===== src/rtl/timer_bank.sv =====
`default_nettype none
// ============================================================================
//  Module   : timer_bank
//  Purpose  : N_CH-channel programmable down-counting timer bank behind a
//             single memory-mapped window. Each channel has CTRL, PRESET,
//             COUNT and STAT registers, one-shot / auto-reload modes, an
//             interrupt mask and a write-1-to-clear pending flag.
//  Ports    : clk    - system clock
//             reset  - synchronous active-high reset
//             addr   - CPU byte address
//             we     - qualified write strobe
//             wdata  - write data
//             rdata  - combinational read data (0 when not hit)
//             hit    - addr falls inside this bank's window
//             irq    - per-channel pending & IM
//  Options  : TIMER_PRESCALE_EN adds an 8-bit per-channel prescaler
//             (PSC in CTRL[15:8]).
//  Revision : 1.0 - initial release
// ============================================================================
module timer_bank #(
    parameter int          N_CH      = 2,
    parameter logic [31:0] BASE_ADDR = 32'h0000_7F00,
    parameter int          CNT_W     = 32
) (
    input  logic            clk,
    input  logic            reset,
    input  logic [31:0]     addr,
    input  logic            we,
    input  logic [31:0]     wdata,
    output logic [31:0]     rdata,
    output logic            hit,
    output logic [N_CH-1:0] irq
);

    localparam logic [32:0] C_END_ADDR = {1'b0, BASE_ADDR} + 33'(16 * N_CH);
    localparam logic [1:0]  REG_CTRL   = 2'd0;
    localparam logic [1:0]  REG_PRESET = 2'd1;
    localparam logic [1:0]  REG_COUNT  = 2'd2;
    localparam logic [1:0]  MODE_AUTO  = 2'b01;

    typedef enum logic [1:0] {
        ST_IDLE = 2'd0,
        ST_LOAD = 2'd1,
        ST_CNT  = 2'd2,
        ST_DONE = 2'd3
    } state_t;

    state_t             state_q  [N_CH];
    state_t             state_d  [N_CH];
    logic [1:0]         mode_q   [N_CH];
    logic [1:0]         mode_d   [N_CH];
    logic [CNT_W-1:0]   preset_q [N_CH];
    logic [CNT_W-1:0]   preset_d [N_CH];
    logic [CNT_W-1:0]   count_q  [N_CH];
    logic [CNT_W-1:0]   count_d  [N_CH];
    logic [N_CH-1:0]    en_q, en_d;
    logic [N_CH-1:0]    im_q, im_d;
    logic [N_CH-1:0]    pend_q, pend_d;
`ifdef TIMER_PRESCALE_EN
    logic [7:0]         psc_q    [N_CH];
    logic [7:0]         psc_d    [N_CH];
    logic [7:0]         pcnt_q   [N_CH];
    logic [7:0]         pcnt_d   [N_CH];
`endif

    logic [31:0] w_off;
    logic [2:0]  w_ch;
    logic [1:0]  w_reg;
    logic        w_hit;
    logic        w_wr;
    logic        w_unused;

    // Address decode: channel from the offset, register from addr[3:2].
    assign w_hit = ({1'b0, addr} >= {1'b0, BASE_ADDR}) && ({1'b0, addr} < C_END_ADDR);
    assign w_off = addr - BASE_ADDR;
    assign w_ch  = w_off[6:4];
    assign w_reg = addr[3:2];
    assign w_wr  = we & w_hit;
    assign hit   = w_hit;
    assign irq   = pend_q & im_q;

    // Bits that carry no meaning for this block.
    assign w_unused = ^{w_off, addr[1:0], wdata};

    // ------------------------------------------------------------------
    // Next-state logic for all channels
    // ------------------------------------------------------------------
    always_comb begin
        logic sel_ch, ctrl_wr, preset_wr, stat_clr, tick, set_pend;
        sel_ch    = 1'b0;
        ctrl_wr   = 1'b0;
        preset_wr = 1'b0;
        stat_clr  = 1'b0;
        tick      = 1'b0;
        set_pend  = 1'b0;
        en_d      = en_q;
        im_d      = im_q;
        pend_d    = pend_q;
        for (int i = 0; i < N_CH; i++) begin
            state_d[i]  = state_q[i];
            mode_d[i]   = mode_q[i];
            preset_d[i] = preset_q[i];
            count_d[i]  = count_q[i];
`ifdef TIMER_PRESCALE_EN
            psc_d[i]    = psc_q[i];
            pcnt_d[i]   = pcnt_q[i];
`endif
        end

        for (int i = 0; i < N_CH; i++) begin
            sel_ch    = w_wr && (int'(w_ch) == i);
            ctrl_wr   = sel_ch && (w_reg == REG_CTRL);
            preset_wr = sel_ch && (w_reg == REG_PRESET);
            stat_clr  = sel_ch && (w_reg == 2'd3) && wdata[0];
            set_pend  = 1'b0;
`ifdef TIMER_PRESCALE_EN
            tick = (pcnt_q[i] == psc_q[i]);
`else
            tick = 1'b1;
`endif

            if (ctrl_wr) begin
                en_d[i]   = wdata[0];
                mode_d[i] = wdata[2:1];
                im_d[i]   = wdata[3];
`ifdef TIMER_PRESCALE_EN
                psc_d[i]  = wdata[15:8];
`endif
            end
            if (preset_wr) begin
                preset_d[i] = wdata[CNT_W-1:0];
            end

`ifdef TIMER_PRESCALE_EN
            // Prescaler runs in CNT and DONE; DONE also waits for a tick so
            // that every step (including the final one) costs PSC+1 cycles.
            if (state_q[i] == ST_CNT || state_q[i] == ST_DONE) begin
                pcnt_d[i] = tick ? 8'd0 : pcnt_q[i] + 8'd1;
            end
`endif

            case (state_q[i])
                ST_IDLE: begin
                    if (ctrl_wr && wdata[0]) begin
                        state_d[i] = ST_LOAD;
                    end
                end
                ST_LOAD: begin
                    count_d[i] = preset_q[i];
`ifdef TIMER_PRESCALE_EN
                    pcnt_d[i]  = 8'd0;
`endif
                    state_d[i] = ST_CNT;
                end
                ST_CNT: begin
                    if (tick) begin
                        if (count_q[i] > CNT_W'(1)) begin
                            count_d[i] = count_q[i] - CNT_W'(1);
                        end else begin
                            // 1 steps to 0; 0 stays 0 (saturating)
                            count_d[i] = '0;
                            state_d[i] = ST_DONE;
                        end
                    end
                end
                ST_DONE: begin
                    if (tick) begin
                        set_pend = 1'b1;
                        if (mode_q[i] == MODE_AUTO) begin
                            state_d[i] = ST_LOAD;
                        end else begin
                            en_d[i]    = 1'b0;
                            state_d[i] = ST_IDLE;
                        end
                    end
                end
                default: state_d[i] = ST_IDLE;
            endcase

            // Disabling a running channel freezes COUNT and drops any
            // completion that would otherwise land on this edge.
            if (ctrl_wr && !wdata[0] && state_q[i] != ST_IDLE) begin
                state_d[i] = ST_IDLE;
                count_d[i] = count_q[i];
                set_pend   = 1'b0;
            end

            // A completing count beats a simultaneous W1C.
            pend_d[i] = (pend_q[i] & ~stat_clr) | set_pend;
        end
    end

    // ------------------------------------------------------------------
    // State registers
    // ------------------------------------------------------------------
    always_ff @(posedge clk) begin
        if (reset) begin
            en_q   <= '0;
            im_q   <= '0;
            pend_q <= '0;
            for (int i = 0; i < N_CH; i++) begin
                state_q[i]  <= ST_IDLE;
                mode_q[i]   <= '0;
                preset_q[i] <= '0;
                count_q[i]  <= '0;
`ifdef TIMER_PRESCALE_EN
                psc_q[i]    <= '0;
                pcnt_q[i]   <= '0;
`endif
            end
        end else begin
            en_q   <= en_d;
            im_q   <= im_d;
            pend_q <= pend_d;
            for (int i = 0; i < N_CH; i++) begin
                state_q[i]  <= state_d[i];
                mode_q[i]   <= mode_d[i];
                preset_q[i] <= preset_d[i];
                count_q[i]  <= count_d[i];
`ifdef TIMER_PRESCALE_EN
                psc_q[i]    <= psc_d[i];
                pcnt_q[i]   <= pcnt_d[i];
`endif
            end
        end
    end

    // ------------------------------------------------------------------
    // Read mux
    // ------------------------------------------------------------------
    always_comb begin
        rdata = '0;
        for (int i = 0; i < N_CH; i++) begin
            if (w_hit && int'(w_ch) == i) begin
                case (w_reg)
                    REG_CTRL: begin
                        rdata[0]   = en_q[i];
                        rdata[2:1] = mode_q[i];
                        rdata[3]   = im_q[i];
`ifdef TIMER_PRESCALE_EN
                        rdata[15:8] = psc_q[i];
`endif
                    end
                    REG_PRESET: rdata[CNT_W-1:0] = preset_q[i];
                    REG_COUNT:  rdata[CNT_W-1:0] = count_q[i];
                    default:    rdata[0]         = pend_q[i];
                endcase
            end
        end
    end

endmodule
`default_nettype wire

===== config.mk =====
export PLATFORM = sky130hd
export DESIGN_NAME = timer_bank
export DESIGN_NICKNAME = d
export VERILOG_FILES = /design/src/rtl/timer_bank.sv
export SDC_FILE = /design/constraint.sdc
export NUM_CORES = 1
export LEC_CHECK = 0
export CORE_AREA = 2 2 122 124
export CTS_BUF_LIST = sky130_fd_sc_hd__clkbuf_8
export DETAILED_ROUTE_END_ITERATION = 8
export DIE_AREA = 0 0 124 126
export HOLD_SLACK_MARGIN = 0.08
export PLACE_DENSITY = 0.84
export SLEW_MARGIN = 15
export SYNTH_ARGS = -nofsm -noshare
export SYNTH_HDL_FRONTEND = slang
export SYNTH_SLANG_ARGS = --single-unit

===== constraint.sdc =====
create_clock -name clk -period 8.2 [get_ports clk]
set_input_delay 1.64 -clock clk [delete_from_list [all_inputs] [get_ports clk]]
set_output_delay 1.64 -clock clk [all_outputs]
set_load 0.02 [all_outputs]

==> run_results.csv, run 1 <==
group,metric,value,unit
sta,timing.final.crit_share,77.0,%
drt,wl_met1,11700,um
cts,cts_resized,0,
setup_path,path_cells,"clkdlybuf4s50_1, or4_4, nor4_4, nand2_2, o22ai_1, and2_1, clkdlybuf4s50_1",
hold_path,worstHoldEndpoint,"preset_q[0][40]",
place,portBuffers,99,
setup_path,critical_path_buf_inv_count,2,
yosys,synth_nets,1204,
global_routing,grt_max_degree,76,
floorplanning,placeableCoreArea,14300,um^2
setup_path,rr_endpoint,"count_q[0][56]",
finish,antenna_cells,0,
floorplanning,placementRows,44,
sta,rsz0062_at_grt,"false",
global_routing,grt_pass1_wl,44600,um
yosys,avgSynthCellArea,7.54,um^2
drt,vias,9075,
yosys,async_flop_share,0,%
cts,cts_buffers,17,
drt,drt_wl_total,28000,um
yosys,ys_ff_latch,142,
global_routing,antenna_found_initial,0,
cts,clock-sinks,142,
sta,fin_skew,0.0149,ns
drt,routed.top_layer,"met4",
finish,drive_above_1_share,6.55,%
setup_path,end_kind,"primary output",
yosys,synth_area_leaders,"dfxtp_1, a21oi_1, nand2_1",
cts,htree_levels,4,
setup_path,r2r_slack,4.93,ns
hold_path,whs_path_depth,2,
floorplanning,die_w,124,um
yosys,synth_flop_cell,"dfxtp_1",
yosys,ys_warn_count,0,
power,vdd_drop_max,136,uV
setup_path,arrival,4.67,ns
floorplanning,top_level_ports,102,
drt,drtAntennaViolNets,0,
global_routing,first_global_vias,8135,
finish,layout_common_cells,"nand2_1, a21oi_1, dfxtp_1",
yosys,synthesis.area,8450,um^2
floorplanning,start_util,59.0,%
flow_run,cap_violations,0,
setup_path,r2r-start,"state_q[0][2]",
drt,wl_met3,2970,um
power,finalPower,1.86,mW
global_routing,grt_util_all_layers,36.4,%
sta,fin_crit,6.31,ns
yosys,synth-seq-area-share,33.6,%
cts,cts_root_buf,"clkbuf_8",
sta,tns,0,ns
setup_path,cp_slowest_stage_delay,0.60,ns
run_status,outcome,"finished, final reports clean",
sta,max_slew_margin,23.6,%
cts,clk_pin_slew,0.08,ns
place,globalplace.congestion,0.998,
sta,fmax,158,MHz
drt,drtIter0Drc,1289,
cts,cts_setup_buffers,0,
floorplanning,chipHeight,126,um
yosys,synth-edff-count,0,
cts,clockBufferDepth,2,
setup_path,crit_family,"simple AND/OR/NAND/NOR gates",
sta,finalHoldViolCount,0,
setup_path,critPathLaunchType,"input port",
drt,vias_per_cell,6.67,
yosys,yosysTopAreaCellShare,33.6,%
setup_path,critical_path_required,6.56,ns
finish,syn2layout_area_growth,16.8,%
cts,cts_tree,"yes",
sta,maxSlewViolCount,0,
drt,wl_per_cell,20.6,um
power,leakage,3.23,nW
place,place_hpwl,18800,um
yosys,ys_types,71,
setup_path,r2r_cells,7,
setup_path,startpoint,"addr[18]",
cts,worstSkewPairLatency,0.47,ns
finish,mostFrequentLayoutCell,"nand2_1",
drt,drtPass1Iterations,8,
sta,worst_slew_pin_slew,1.15,ns
finish,nets,1247,
hold_path,hp-start,"preset_q[0][40]",
floorplanning,die_area,15600,um^2
setup_path,cp_max_fo,36,
setup_path,critPathMostFrequentCell,"clkdlybuf4s50_1",
sta,finalSetupViolations,0,
drt,wl_met2,12500,um
setup_path,critPathKind,"in2out",
setup_path,cp_slowest_cell,"clkdlybuf4s50_1",
cts,postCtsHoldBufs,0,
drt,drc,0,
power,power_density,189,nW/um^2
hold_path,worstHoldPathType,"reg2reg",
global_routing,overflow,0,
yosys,yosysTopAreaCell,"dfxtp_1",
yosys,postSynthCellCount,1120,
-- tightest hold or removal path: cells and delay by family, from the launching register on --
kind	cells	cell delay, ns
and+or+nand+nor	1	0.06
DFF	1	0.33
AOI/OAI and AO/OA	1	0.05
-- layout make-up --
class | instances | area, um^2
Clock inverter | 12 | 216
Clock buffer | 20 | 275
Timing Repair Buffer | 111 | 1080
Tap cell | 184 | 230
Inverter | 28 | 105
Sequential cell | 142 | 2840
Fill cell | 1202 | 4450
Multi-Input combinational cell | 863 | 5120
-- worst max-delay path by stage --
stage / to / slack (ns) / cells after the start
floorplan: rdata[1] / 3.13 / 6
global placement: rdata[14] / 1.94 / 7
detailed placement: rdata[14] / 1.92 / 7
CTS: rdata[14] / 1.91 / 7
global route: rdata[14] / 1.76 / 7
finish: rdata[14] / 1.89 / 7
-- power by group --
part / internal [mW] / switching (mW)
combinational: 0.136 / 0.317
sequential: 0.700 / 0.0154
clock: 0.415 / 0.279
-- metal layers --
| layer | up-vias | track usage (%) |
|---|---|---|
| met2 | 577 | 53.5 |
| met4 | 0 | 11.9 |
| met5 | - | 0 |
| met1 | 4201 | 51.5 |
| met3 | 74 | 10.1 |
| li1 | 4223 | - |
-- cell usage after synthesis (all sizes together), types with 9 or more instances --
library cell,count
nand2,190
a21oi,143
dfxtp,142
nor2,68
a22oi,63
clkbuf,60
o21ai,49
nor3,38
and2,37
o22ai,29
buf,27
inv,26
nor4,25
o32ai,21
o211ai,18
ha,17
nand3,14
nand4,14
mux2i,13
a211oi,11
and3,11
or3,9
-- sequential cells by signal (all words and copies together), names as in the netlist --
register,flops
count_q,64
en_q,2
im_q,2
mode_q,4
pend_q,2
preset_q,64
state_q,4
-- cells by family (layout without fill, tap and decap cells) --
kind of cell	Yosys count	count (layout)	share of synthesized area, %
xor gates and xnor gates	3	3	0.311
muxes	13	13	1.54
DFF	142	142	33.6
and+or+nand+nor	448	448	26.7
adders and majority gates	17	17	2.52
AOI/OAI and AO/OA	382	382	29.4
buffers and inverters	115	171	5.91
-- metrics by stage --
stage / std cells / area (um^2) / utilization (%) / hold WS (ns) / setup slack, ns
after floorplan: 1120 / 8450 / - / 0.441 / 3.13
after global placement: 1328 / 9380 / 65.5 / 0.454 / 1.94
after detailed placement: 1328 / 9380 / 65.5 / 0.461 / 1.92
after CTS: 1360 / 9870 / 68.9 / 0.472 / 1.91
after global routing: 1360 / 9870 / 68.9 / 0.480 / 1.76
final: 1360 / 9870 / 68.9 / 0.473 / 1.89
Power figures use the tool's default switching activity.
==> run 2, diff against run 1 <==
- CORE_AREA: 2 2 122 124 -> 2 2 130 132
- DIE_AREA: 0 0 124 126 -> 0 0 132 134
- PLACE_DENSITY: 0.84 -> 0.78
- clock period: 8.2 -> 5.3 ns (I/O delays scaled with it)
==> run 2 against run 1 <==
Compared with the run above: final area increased by 0.13%; clock skew decreased by 0.0056 ns; worst hold slack got worse by 0.0047 ns; largest power group unchanged; via count decreased by 0.91%; global-route usage decreased by 5.2 points; combinational power increased by 54%; critical path type unchanged.
==> run_results.csv, run 2 (same netlist as run 1, synthesis figures left out) <==
group,metric,value,unit
floorplanning,chipHeight,134,um
setup_path,r2r-start,"count_q[0][48]",
setup_path,critPathMostFrequentCell,"clkdlybuf4s50_1",
setup_path,critPathLaunchType,"input port",
sta,fin_crit,4.93,ns
sta,fmax,203,MHz
run_status,outcome,"finished, final reports clean",
cts,clk_pin_slew,0.08,ns
floorplanning,top_level_ports,102,
place,globalplace.congestion,0.920,
setup_path,r2r_slack,2.23,ns
drt,drtAntennaViolNets,0,
setup_path,r2r_cells,6,
finish,antenna_cells,0,
drt,vias_per_cell,6.43,
cts,cts_resized,0,
sta,timing.final.crit_share,93.0,%
sta,max_slew_margin,24.1,%
floorplanning,placementRows,47,
finish,nets,1250,
drt,drtIter0Drc,1218,
floorplanning,placeableCoreArea,16300,um^2
cts,htree_levels,4,
power,finalPower,2.73,mW
setup_path,path_cells,"clkdlybuf4s50_1, or4_4, nor4_4, nand2_2, buf_4, o22ai_1, and2_1, clkdlybuf4s50_1",
setup_path,rr_endpoint,"count_q[0][56]",
cts,postCtsHoldBufs,0,
floorplanning,start_util,51.9,%
global_routing,overflow,0,
finish,fin_cells,1398,
finish,mostFrequentLayoutCell,"nand2_1",
setup_path,critical_path_required,4.24,ns
floorplanning,die_w,132,um
setup_path,endpoint,"rdata[11]",
sta,rsz0062_at_grt,"false",
setup_path,cp_slowest_stage_delay,0.60,ns
setup_path,cp_max_fo,36,
place,place_hpwl,19500,um
place,portBuffers,99,
drt,drtPass1Iterations,6,
sta,tns,0,ns
cts,cts_setup_buffers,0,
finish,syn2layout_area_growth,16.9,%
sta,finalHoldViolCount,0,
cts,worstSkewPairLatency,0.48,ns
finish,layout_common_cells,"nand2_1, a21oi_1, dfxtp_1",
global_routing,grt_pass1_wl,44300,um
sta,finalSetupViolations,0,
setup_path,cp_slowest_cell,"or4_4",
flow_run,cap_violations,0,
cts,clockBufferDepth,2,
cts,cts_tree,"yes",
drt,wl_per_cell,20.0,um
power,leakage,3.21,nW
setup_path,end_kind,"primary output",
hold_path,worstHoldPathType,"reg2reg",
setup_path,arrival,3.87,ns
setup_path,critPathKind,"in2out",
power,power_density,277,nW/um^2
sta,maxSlewViolCount,0,
drt,vias,8992,
drt,drt_wl_total,27900,um
global_routing,antenna_found_initial,0,
sta,worst_slew_pin_slew,1.14,ns
place,dpl.cell_count,1367,
drt,drc,0,
global_routing,grt_util_all_layers,31.2,%
sta,fin_skew,0.00929,ns
global_routing,first_global_vias,8101,
floorplanning,die_area,17700,um^2
finish,reg.largest.list,"count_q (64), preset_q (64)",
cts,cts_buffers,17,
power,vdd_drop_max,206,uV
global_routing,grt_max_degree,61,
finish,drive_above_1_share,6.96,%
setup_path,startpoint,"addr[18]",
cts,clock-sinks,142,
cts,cts_root_buf,"clkbuf_8",
==> run 2: worst min path at each step <==
stage                         start               to  cells past startpoint
detailed placement  preset_q[0][42]  preset_q[0][42]                      2
global route        preset_q[0][63]  preset_q[0][63]                      2
CTS                 preset_q[0][62]  preset_q[0][62]                      2
finish              preset_q[0][42]  preset_q[0][42]                      2
floorplan           preset_q[0][21]  preset_q[0][21]                      2
global placement    preset_q[0][62]  preset_q[0][62]                      2
==> run 2: per-layer routing <==
| metal | share of wire [%] | track usage, % |
|---|---|---|
| met5 | 0 | 0 |
| met4 | 3.2 | 12.3 |
| met3 | 7.9 | 5.90 |
| met2 | 45 | 47.1 |
| met1 | 44 | 44.1 |
==> run 2: layout make-up <==
| cell class | count | area [um^2] |
|---|---|---|
| fillers | 1451 | 6410 |
| multi-input cells | 863 | 5120 |
| flip-flops and latches | 142 | 2840 |
| repair buffers | 114 | 1130 |
| well taps | 220 | 275 |
| clock buffers | 18 | 248 |
| clock inverters | 13 | 164 |
| inverters | 28 | 105 |
==> run 2: per-stage QoR <==
step	cell area (um^2)	hold WS, ns	util (%)	setup slack [ns]
finish	9880	0.469	60.6	0.372
global route	9880	0.479	60.6	0.313
CTS	9880	0.469	60.6	0.379
detailed placement	9470	0.458	58.1	0.380
global placement	9470	0.453	58.1	0.441
floorplan	8450	0.441	-	1.39
==> run 2: worst max-delay path, delay by kind of cell <==
kind                   cells  cell delay (ns)
buffers and inverters      3             1.29
AOI/OAI and AO/OA          1             0.29
and+or+nand+nor            4             1.22
==> run 2: report_power, final <==
part / internal (mW) / switching (mW) / total [mW]
Sequential: 1.08 / 0.0245 / 1.11
Clock: 0.477 / 0.452 / 0.929
Combinational: 0.213 / 0.486 / 0.698
Total: 1.77 / 0.962 / 2.73
